--- config.mk ---
export PLATFORM = sky130hd
export DESIGN_NAME = core_64bit_divider
export DESIGN_NICKNAME = d
export VERILOG_FILES = /design/src/rtl/core_64bit_divider.sv
export SDC_FILE = /design/constraint.sdc
export NUM_CORES = 1
export LEC_CHECK = 0
export ABC_AREA = 1
export CORE_MARGIN = 2
export CORE_UTILIZATION = 25
export CTS_CLUSTER_SIZE = 30
export DETAILED_ROUTE_END_ITERATION = 8
export MAX_ROUTING_LAYER = met4
export PLACE_DENSITY = 0.4
export SLEW_MARGIN = 20
export SYNTH_ARGS = -nofsm -noshare
export SYNTH_HDL_FRONTEND = slang
export SYNTH_SLANG_ARGS = --single-unit
--- constraint.sdc ---
create_clock -name i_clk -period 4.9 [get_ports i_clk]
set_input_delay 0.49 -clock i_clk [delete_from_list [all_inputs] [get_ports i_clk]]
set_output_delay 0.49 -clock i_clk [all_outputs]
set_load 0.02 [all_outputs]
--- src/rtl/core_64bit_divider.sv ---
// ---------------------------------------------------------------------------
// core_64bit_divider
//   Iterative restoring (shift-subtract) divider for the RV64 M-extension
//   DIV / DIVU / REM / REMU. Produces one quotient bit per cycle, so a normal
//   operation occupies XLEN BUSY cycles. Divide-by-zero and signed overflow
//   are resolved at acceptance and skip straight to DONE.
//
// Ports
//   i_clk, i_rst_n             clock, asynchronous active-low reset
//   i_div_valid / o_div_ready  request handshake (ready only in IDLE)
//   i_div_srcA, i_div_srcB     dividend, divisor (sampled at acceptance only)
//   i_div_signed               1 = DIV/REM, 0 = DIVU/REMU
//   i_div_rem                  1 = remainder, 0 = quotient
//   i_div_flush                abort; forces IDLE next cycle
//   o_div_valid / i_div_ready  result handshake (valid only in DONE)
//   o_div_result               registered quotient or remainder
// ---------------------------------------------------------------------------
module core_64bit_divider #(
    parameter int XLEN  = 64,
    parameter int CNT_W = $clog2(XLEN) + 1
) (
    input  logic            i_clk,
    input  logic            i_rst_n,
    input  logic            i_div_valid,
    output logic            o_div_ready,
    input  logic [XLEN-1:0] i_div_srcA,
    input  logic [XLEN-1:0] i_div_srcB,
    input  logic            i_div_signed,
    input  logic            i_div_rem,
    input  logic            i_div_flush,
    output logic            o_div_valid,
    input  logic            i_div_ready,
    output logic [XLEN-1:0] o_div_result
);

    typedef enum logic [1:0] {IDLE, BUSY, DONE} state_t;

    localparam logic [XLEN-1:0] MIN_NEG = {1'b1, {(XLEN-1){1'b0}}};

    state_t            state_reg, state_next;
    logic [CNT_W-1:0]  cnt_reg, cnt_next;
    logic [XLEN-1:0]   rem_reg, rem_next;
    logic [XLEN-1:0]   quo_reg, quo_next;
    logic [XLEN-1:0]   dvsr_reg, dvsr_next;
    logic [XLEN-1:0]   result_reg, result_next;
    logic              rem_flag_reg, rem_flag_next;
    logic              qneg_reg, qneg_next;
    logic              rneg_reg, rneg_next;

    // Operand preparation at acceptance
    logic              sign_a, sign_b, div_zero, overflow;
    logic [XLEN-1:0]   abs_a, abs_b;

    assign sign_a   = i_div_signed & i_div_srcA[XLEN-1];
    assign sign_b   = i_div_signed & i_div_srcB[XLEN-1];
    assign abs_a    = sign_a ? -i_div_srcA : i_div_srcA;
    assign abs_b    = sign_b ? -i_div_srcB : i_div_srcB;
    assign div_zero = (i_div_srcB == '0);
    assign overflow = i_div_signed && (i_div_srcA == MIN_NEG) && (i_div_srcB == '1);

    // One restoring step. The shifted partial remainder can reach XLEN+1
    // bits when the divisor has its MSB set, so the trial difference carries
    // one extra bit on top of that to expose the borrow.
    logic [XLEN:0]     shifted;
    logic [XLEN+1:0]   trial;
    logic              fits;
    logic [XLEN-1:0]   step_rem, step_quo, fin_q, fin_r;

    assign shifted  = {rem_reg, quo_reg[XLEN-1]};
    assign trial    = {1'b0, shifted} - {2'b00, dvsr_reg};
    assign fits     = ~trial[XLEN+1];
    assign step_rem = fits ? trial[XLEN-1:0] : shifted[XLEN-1:0];
    assign step_quo = {quo_reg[XLEN-2:0], fits};
    assign fin_q    = qneg_reg ? -step_quo : step_quo;
    assign fin_r    = rneg_reg ? -step_rem : step_rem;

    always_comb begin
        state_next    = state_reg;
        cnt_next      = cnt_reg;
        rem_next      = rem_reg;
        quo_next      = quo_reg;
        dvsr_next     = dvsr_reg;
        result_next   = result_reg;
        rem_flag_next = rem_flag_reg;
        qneg_next     = qneg_reg;
        rneg_next     = rneg_reg;

        // Flush discards everything, including a request or handoff in the
        // same cycle; the result register keeps its stale contents.
        if (i_div_flush) begin
            state_next = IDLE;
        end else begin
            case (state_reg)
                IDLE: begin
                    if (i_div_valid) begin
                        rem_flag_next = i_div_rem;
                        qneg_next     = sign_a ^ sign_b;
                        rneg_next     = sign_a;
                        if (div_zero) begin
                            result_next = i_div_rem ? i_div_srcA : '1;
                            state_next  = DONE;
                        end else if (overflow) begin
                            result_next = i_div_rem ? '0 : i_div_srcA;
                            state_next  = DONE;
                        end else begin
                            dvsr_next  = abs_b;
                            quo_next   = abs_a;
                            rem_next   = '0;
                            cnt_next   = CNT_W'(XLEN);
                            state_next = BUSY;
                        end
                    end
                end
                BUSY: begin
                    rem_next = step_rem;
                    quo_next = step_quo;
                    cnt_next = cnt_reg - CNT_W'(1);
                    if (cnt_reg == CNT_W'(1)) begin
                        result_next = rem_flag_reg ? fin_r : fin_q;
                        state_next  = DONE;
                    end
                end
                DONE: begin
                    if (i_div_ready) begin
                        state_next = IDLE;
                    end
                end
                default: state_next = IDLE;
            endcase
        end
    end

    always_ff @(posedge i_clk or negedge i_rst_n) begin
        if (!i_rst_n) begin
            state_reg    <= IDLE;
            cnt_reg      <= '0;
            rem_reg      <= '0;
            quo_reg      <= '0;
            dvsr_reg     <= '0;
            result_reg   <= '0;
            rem_flag_reg <= 1'b0;
            qneg_reg     <= 1'b0;
            rneg_reg     <= 1'b0;
        end else begin
            state_reg    <= state_next;
            cnt_reg      <= cnt_next;
            rem_reg      <= rem_next;
            quo_reg      <= quo_next;
            dvsr_reg     <= dvsr_next;
            result_reg   <= result_next;
            rem_flag_reg <= rem_flag_next;
            qneg_reg     <= qneg_next;
            rneg_reg     <= rneg_next;
        end
    end

    assign o_div_ready  = (state_reg == IDLE);
    assign o_div_valid  = (state_reg == DONE);
    assign o_div_result = result_reg;

endmodule

==> run metrics, run 1 <==
Sw Ratio=55.9%; root buffer cell=clkbuf_16; CP required=5370 ps; Comb pwr share=around 75%; Hold WS=475 ps; Clock Skews=15.0 ps; r2r worst-path depth=27; layout cell share with drive strength beyond 1=9.67%; Initial Util=25.1%; Total Nets Final=5257; remaining global-route overflow=0; Synth Area in XOR/XNOR=4.15%; largest net degree at the start of global routing=96; WL final=129 mm; Final GP Congestion=slightly below 1; Mapped Area=27200 um^2; Worst Hold Depth=2; R2R Setup Slk=between 200 and 300 ps; Fill cells=12400; CP max stage cell=dfrtp_1; Max Freq=216 MHz; DRC viols=0; CTS tree=done; Syn Nets=roughly 4900; IO Pins=201; Rows=121; PnR worst setup slack=276 ps; dpl ws=130 ps; Die H=334 um; Most Frequent Cell on Critical Path=nand2_1; main combinational cell family by area after synthesis=simple AND/OR/NAND/NOR gates; Post-Synth Simple-Gate Area=39.3%; worst hold-check path type=register to register; asr flop ratio synth=100%; Slew headroom=34.3%; Lkg Pwr=17.0 nW; post-synth cell types=54; CP endpoint kind=register; Compound-Gate Fraction of Synth Area=15.0%; Final Hold Vio Count=0; antenna-violating nets left=0; GR Util All Layers=a little under a quarter; DP Cell Count=6419; maxcap violations=0; initial antenna violation count=0; TritonRoute pass-1 iters=7; DR iter-0 viols=2576; RSZ-0062 raised after global routing=no; Post-DP HPWL=about 100 mm; Seq pwr share=between 10% and 20%; Critical Path Fanout Max=5; first-pass GRT wire length=between 150 and 200 mm; vias in the first global route=30100; port bufs=200; Crit path largest cell delay=approximately 440 ps; htree depth=2; Chip Width=334 um; pins over their slew limit=0; DR WL/cell=about 20 um; status=finished clean; Adder-Cell Fraction of Synth Area=roughly 4%; post-synthesis mux area share=0%; Skew-Pair Late Insertion Delay=600 ps; Finished Layout Cells=between 6000 and 7000; syn avg cell area=approximately 5.8 um^2; vias per inst=4.77; Worst-path clk slew=60 ps; worst slew pin tran=985 ps; ys flop type=dfrtp_1; CP Launch Type=register; clk buf depth=3; Worst EP arrival=around 5100 ps; Area Overhead vs Synth=25.3%; area of the multi-input gates=17100 um^2; Post-Synthesis Cells=4686; final setup violating endpoints=0; Clk pwr share=~11%; ant diodes=0; via count=a little over 30000; Sw Pwr=~16 mW; YS warnings=0; CTS Buf Count=40; sequential area share after synthesis=24.6%; Clock Sinks=between 200 and 300; storage element area=6710 um^2; fin crit share=about 94%; total negative setup slack=0 ps; #FFs+latches synth=about 270; CORE AREA=108000 um^2; number of synthesized flops with an enable pin=0; cell internal pwr=12.9 mW; Peak VDD IR=roughly 0.00031 V; post-layout min period=4620 ps; Worst Path Class, Setup=register to register; die area=112000 um^2; PD cells=857 nW/um^2
layout by cell type, fill, tap and decap left out, drive strengths merged, types with 45 or more instances in the layout:
master	synthesis	routed
buf	67	286
nor3	58	58
a21oi	260	260
nand2	1485	1485
clkbuf	96	52
clkdlybuf4s50	0	198
dfrtp	268	268
ha	71	71
nand4	68	68
o21ai	376	376
inv	724	725
nor2	571	571
nor4	45	45
xor2	94	94
nand3	306	306
power groups by stage:
stage               logic [mW]  clock network [mW]  registers [mW]
floorplan                 12.5                   0            4.06
global placement          21.9                   0            4.16
detailed placement        21.8                   0            4.16
CTS                       22.0                3.26            4.13
global route              24.6                3.34            4.27
finish                    21.9                3.17            4.13
cell families (layout without fill, tap and decap cells):
logic type / count (synthesis) / count (layout)
xor+xnor: 129 / 129
buf+inv: 889 / 1279
compound gates: 749 / 749
simple gates: 2558 / 2558
fa+ha+maj: 93 / 93
flops: 268 / 268
worst max-delay path, delay by kind of cell (launching register included):
family        cells  cell delay (ps)
simple gates     21             2700
xor+xnor          1              150
fa+ha+maj         2              730
flops             1              440
buf+inv           3              440
cell usage after synthesis (all sizes together), types with 8 or more instances:
master / instances / area, um^2
a21oi: 260 / 1310
a31oi: 16 / 100
buf: 67 / 400
clkbuf: 96 / 360
dfrtp: 268 / 6710
ha: 71 / 888
inv: 724 / 2720
maj3: 21 / 210
nand2: 1485 / 5670
nand3: 306 / 1570
nand3b: 8 / 60.1
nand4: 68 / 425
nor2: 571 / 2270
nor3: 58 / 310
nor4: 45 / 294
o211ai: 12 / 90.1
o21ai: 376 / 1940
o221ai: 26 / 228
o22ai: 32 / 200
o31ai: 8 / 60.1
or2: 10 / 62.6
xnor2: 35 / 307
xor2: 94 / 823
through the flow:
stage               util (%)  area, um^2  total power, mW
finish                  31.5       34100             29.2
detailed placement      30.1       32600             26.0
CTS                     31.4       34000             29.3
floorplan                  -       27200             16.5
global placement        30.1       32600             26.1
global route            31.5       34100             32.2
cell type report:
type	instances	area share [%]
multi-input combinational	3529	50.2
sequential	268	19.7
timing repair buffer	485	12.9
inverter	726	7.99
tap	1414	5.19
clock buffer	52	3.22
clock inverter	16	0.763
per-layer routing:
layer  vias to the layer above  wire length, um  GRT usage [%]
met5                         -                0              -
met4                         0             1850           3.59
met3                        91             6010           2.84
met2                       703            60600           38.6
met1                     14500            60800           31.8
li1                      15600                -              -
repair_timing:
| action | in CTS | in global routing |
|---|---|---|
| hold buffers | 1 | 0 |
| endpoints found under the hold margin | 61 | 0 |
| endpoints found under the setup margin | 0 | 29 |
| gates resized for setup | 0 | 18 |
| setup buffers | 0 | 2 |
final timing paths:
kind / startpoint / to
worst max-delay path: quo_reg[63] / o_div_result[63]
worst min-delay path: o_div_result[56] / o_div_result[56]
max in group asynchronous: i_rst_n / o_div_result[46]
worst min register to register: o_div_result[56] / o_div_result[56]
worst max register to register: quo_reg[63] / o_div_result[63]
min in group asynchronous: i_rst_n / dvsr_reg[11]
Note: power is estimated with default switching activity, not from simulation.
==> run 2: changes to the inputs <==
==> constraint.sdc (replaced) <==
create_clock -name i_clk -period 4.55 [get_ports i_clk]
set_input_delay 0.455 -clock i_clk [delete_from_list [all_inputs] [get_ports i_clk]]
set_output_delay 0.455 -clock i_clk [all_outputs]
set_load 0.02 [all_outputs]
==> run 2 against run 1 <==
Flip-flop and latch count unchanged. Final cell count rose by 2.0%. Die area stayed put. Global-route usage rose by 0.27 points. Sequential share of layout area shrank 0.76 points. Largest cell class unchanged. Non-clock buffer count grew 123. Clock-buffer cell count increased by 6. Critical path type unchanged.
==> run metrics, run 2 (synthesis results as in run 1) <==
storage element area=6710 um^2; Initial Util=25.1%; CP required=about 5100 ps; first-pass GRT wire length=roughly 200 mm; CP Launch Type=register; Worst EP arrival=between 4000 and 5000 ps; clk buf depth=3; Clock Skews=about 22 ps; status=finished clean; Final Hold Vio Count=0; Total Power=between 30 and 40 mW; GR Util All Layers=around a quarter; worst slew pin tran=959 ps; met2 Use GR=roughly 39%; Slew headroom=36.0%; initial antenna violation count=3; fin crit share=94.5%; area of the multi-input gates=17500 um^2; Critical Path Fanout Max=39; Final GP Congestion=around 0.97; WL final=131 mm; Clock Sinks=between 200 and 300; die area=112000 um^2; antenna-violating nets left=0; layout cell share with drive strength beyond 1=roughly an eighth; htree depth=2; root buffer cell=clkbuf_16; Fill cells=12300; met3 usage=around 2.6%; DR iter-0 viols=2433; Lkg Pwr=about 18 nW; IO Pins=around 200; Worst Path Class, Setup=register to register; Post-DP HPWL=between 100 and 150 mm; maxcap violations=0; largest net degree at the start of global routing=129; TritonRoute pass-1 iters=7; DR WL/cell=19.9 um; Worst-path clk slew=60 ps; most frequent cells in the layout=nand2_1 (1439), inv_1 (675), nor2_1 (535); Die H=334 um; post-layout min period=between 4000 and 5000 ps; CTS tree=done; PD cells=937 nW/um^2; DRC viols=0; Skew-Pair Late Insertion Delay=610 ps; Total Nets Final=5380; CORE AREA=108000 um^2; port bufs=200; Chip Width=334 um; vias in the first global route=30300; commonest non-fill, non-tap cell in the layout=nand2_1; CTS Buf Count=40; vias per inst=4.74; Peak VDD IR=~0.00045 V; M1 GR Usage=32.2%; via count=31400; Finished Core Util=32.7%; worst hold-check path type=input port to register; Max Freq=233 MHz; remaining global-route overflow=0; final setup violating endpoints=0; pins over their slew limit=0; busiest grt layer=met2; CP endpoint kind=register; Rows=~120; Area Overhead vs Synth=30.4%
-- run 2: layout make-up --
cell class	instances	area share, %
antenna	1	0.00705
clock buffer	58	3.41
clock inverter	13	0.497
inverter	726	7.68
multi-input combinational	3529	49.3
sequential	268	18.9
tap	1414	4.99
timing repair buffer	608	15.2
-- run 2: worst max-delay path, cell delays in order, from the launching register on --
cell,delay [ps]
dfrtp_1,380
ha_1,320
buf_4,140
nand2_1,80
nor2_1,300
nand2_1,110
o21ai_2,340
nor2_8,80
nand2_8,110
buf_12,220
buf_12,250
nand2_1,100
nand2_2,180
nand2_1,110
nor2_2,130
buf_4,120
nand2_1,110
o21ai_0,370
nand3_1,140
nand2_1,80
nand3_1,110
nand2_1,220
nand2_1,100
nand2_1,60
-- run 2: path summary, 6_finish.rpt --
kind                                   from                to  slack (ps)  cells after the start
setup / recovery                rem_reg[57]  o_div_result[46]         250                     23
max in group asynchronous           i_rst_n      rem_flag_reg        2810                      3
hold / removal                  i_div_ready      state_reg[1]         430                      2
min in group asynchronous           i_rst_n       dvsr_reg[0]         460                      2
hold reg to reg            o_div_result[38]  o_div_result[38]         480                      2
setup reg to reg                rem_reg[57]  o_div_result[46]         250                     23
-- run 2: metrics by stage --
stage          hold WS, ps  cells  TNS, ps  area, um^2  worst slack (ps)
2_1_floorplan          159   4686        0       27200               378
3_3_place_gp           466   6526     -282       33500             -83.2
3_5_place_dp           466   6526     -358       33500             -89.5
4_1_cts                395   6598        0       34900              59.8
5_1_grt                419   6617    -16.8       35500             -8.84
6_report               427   6617        0       35500               252
-- run 2: power by group --
group	leakage (nW)	internal [mW]	switching [mW]
Combinational	13.5	9.64	15.8
Sequential	3.42	3.42	0.944
Clock	0.678	2.06	1.31
Total	17.6	15.1	18.1
-- run 2: routing by layer --
metal  up-vias  share of wire, %  wire [um]
li1      15900                 -          -
met1     14600                47      61600
met2       768                47      61200
met3       103               4.6       6100
met4         0               2.0       2570
met5         -                 0          0
-- run 2: timing repair --
action	4_1_cts	5_1_grt
endpoints found under the setup margin	1	24
setup buffers	0	18
hold buffers	1	0
gates resized for setup	1	81
pin swaps	0	12
hold endpoints to repair	55	0
==> run 3: changes to the inputs <==
--- a/config.mk
+++ b/config.mk
@@ -12,7 +12,6 @@
 export DETAILED_ROUTE_END_ITERATION = 8
 export MAX_ROUTING_LAYER = met4
 export PLACE_DENSITY = 0.4
-export SLEW_MARGIN = 20
 export SYNTH_ARGS = -nofsm -noshare
 export SYNTH_HDL_FRONTEND = slang
 export SYNTH_SLANG_ARGS = --single-unit
==> results of run 3 <==
The final DEF is identical to that of run 2; final timing and power are the same.
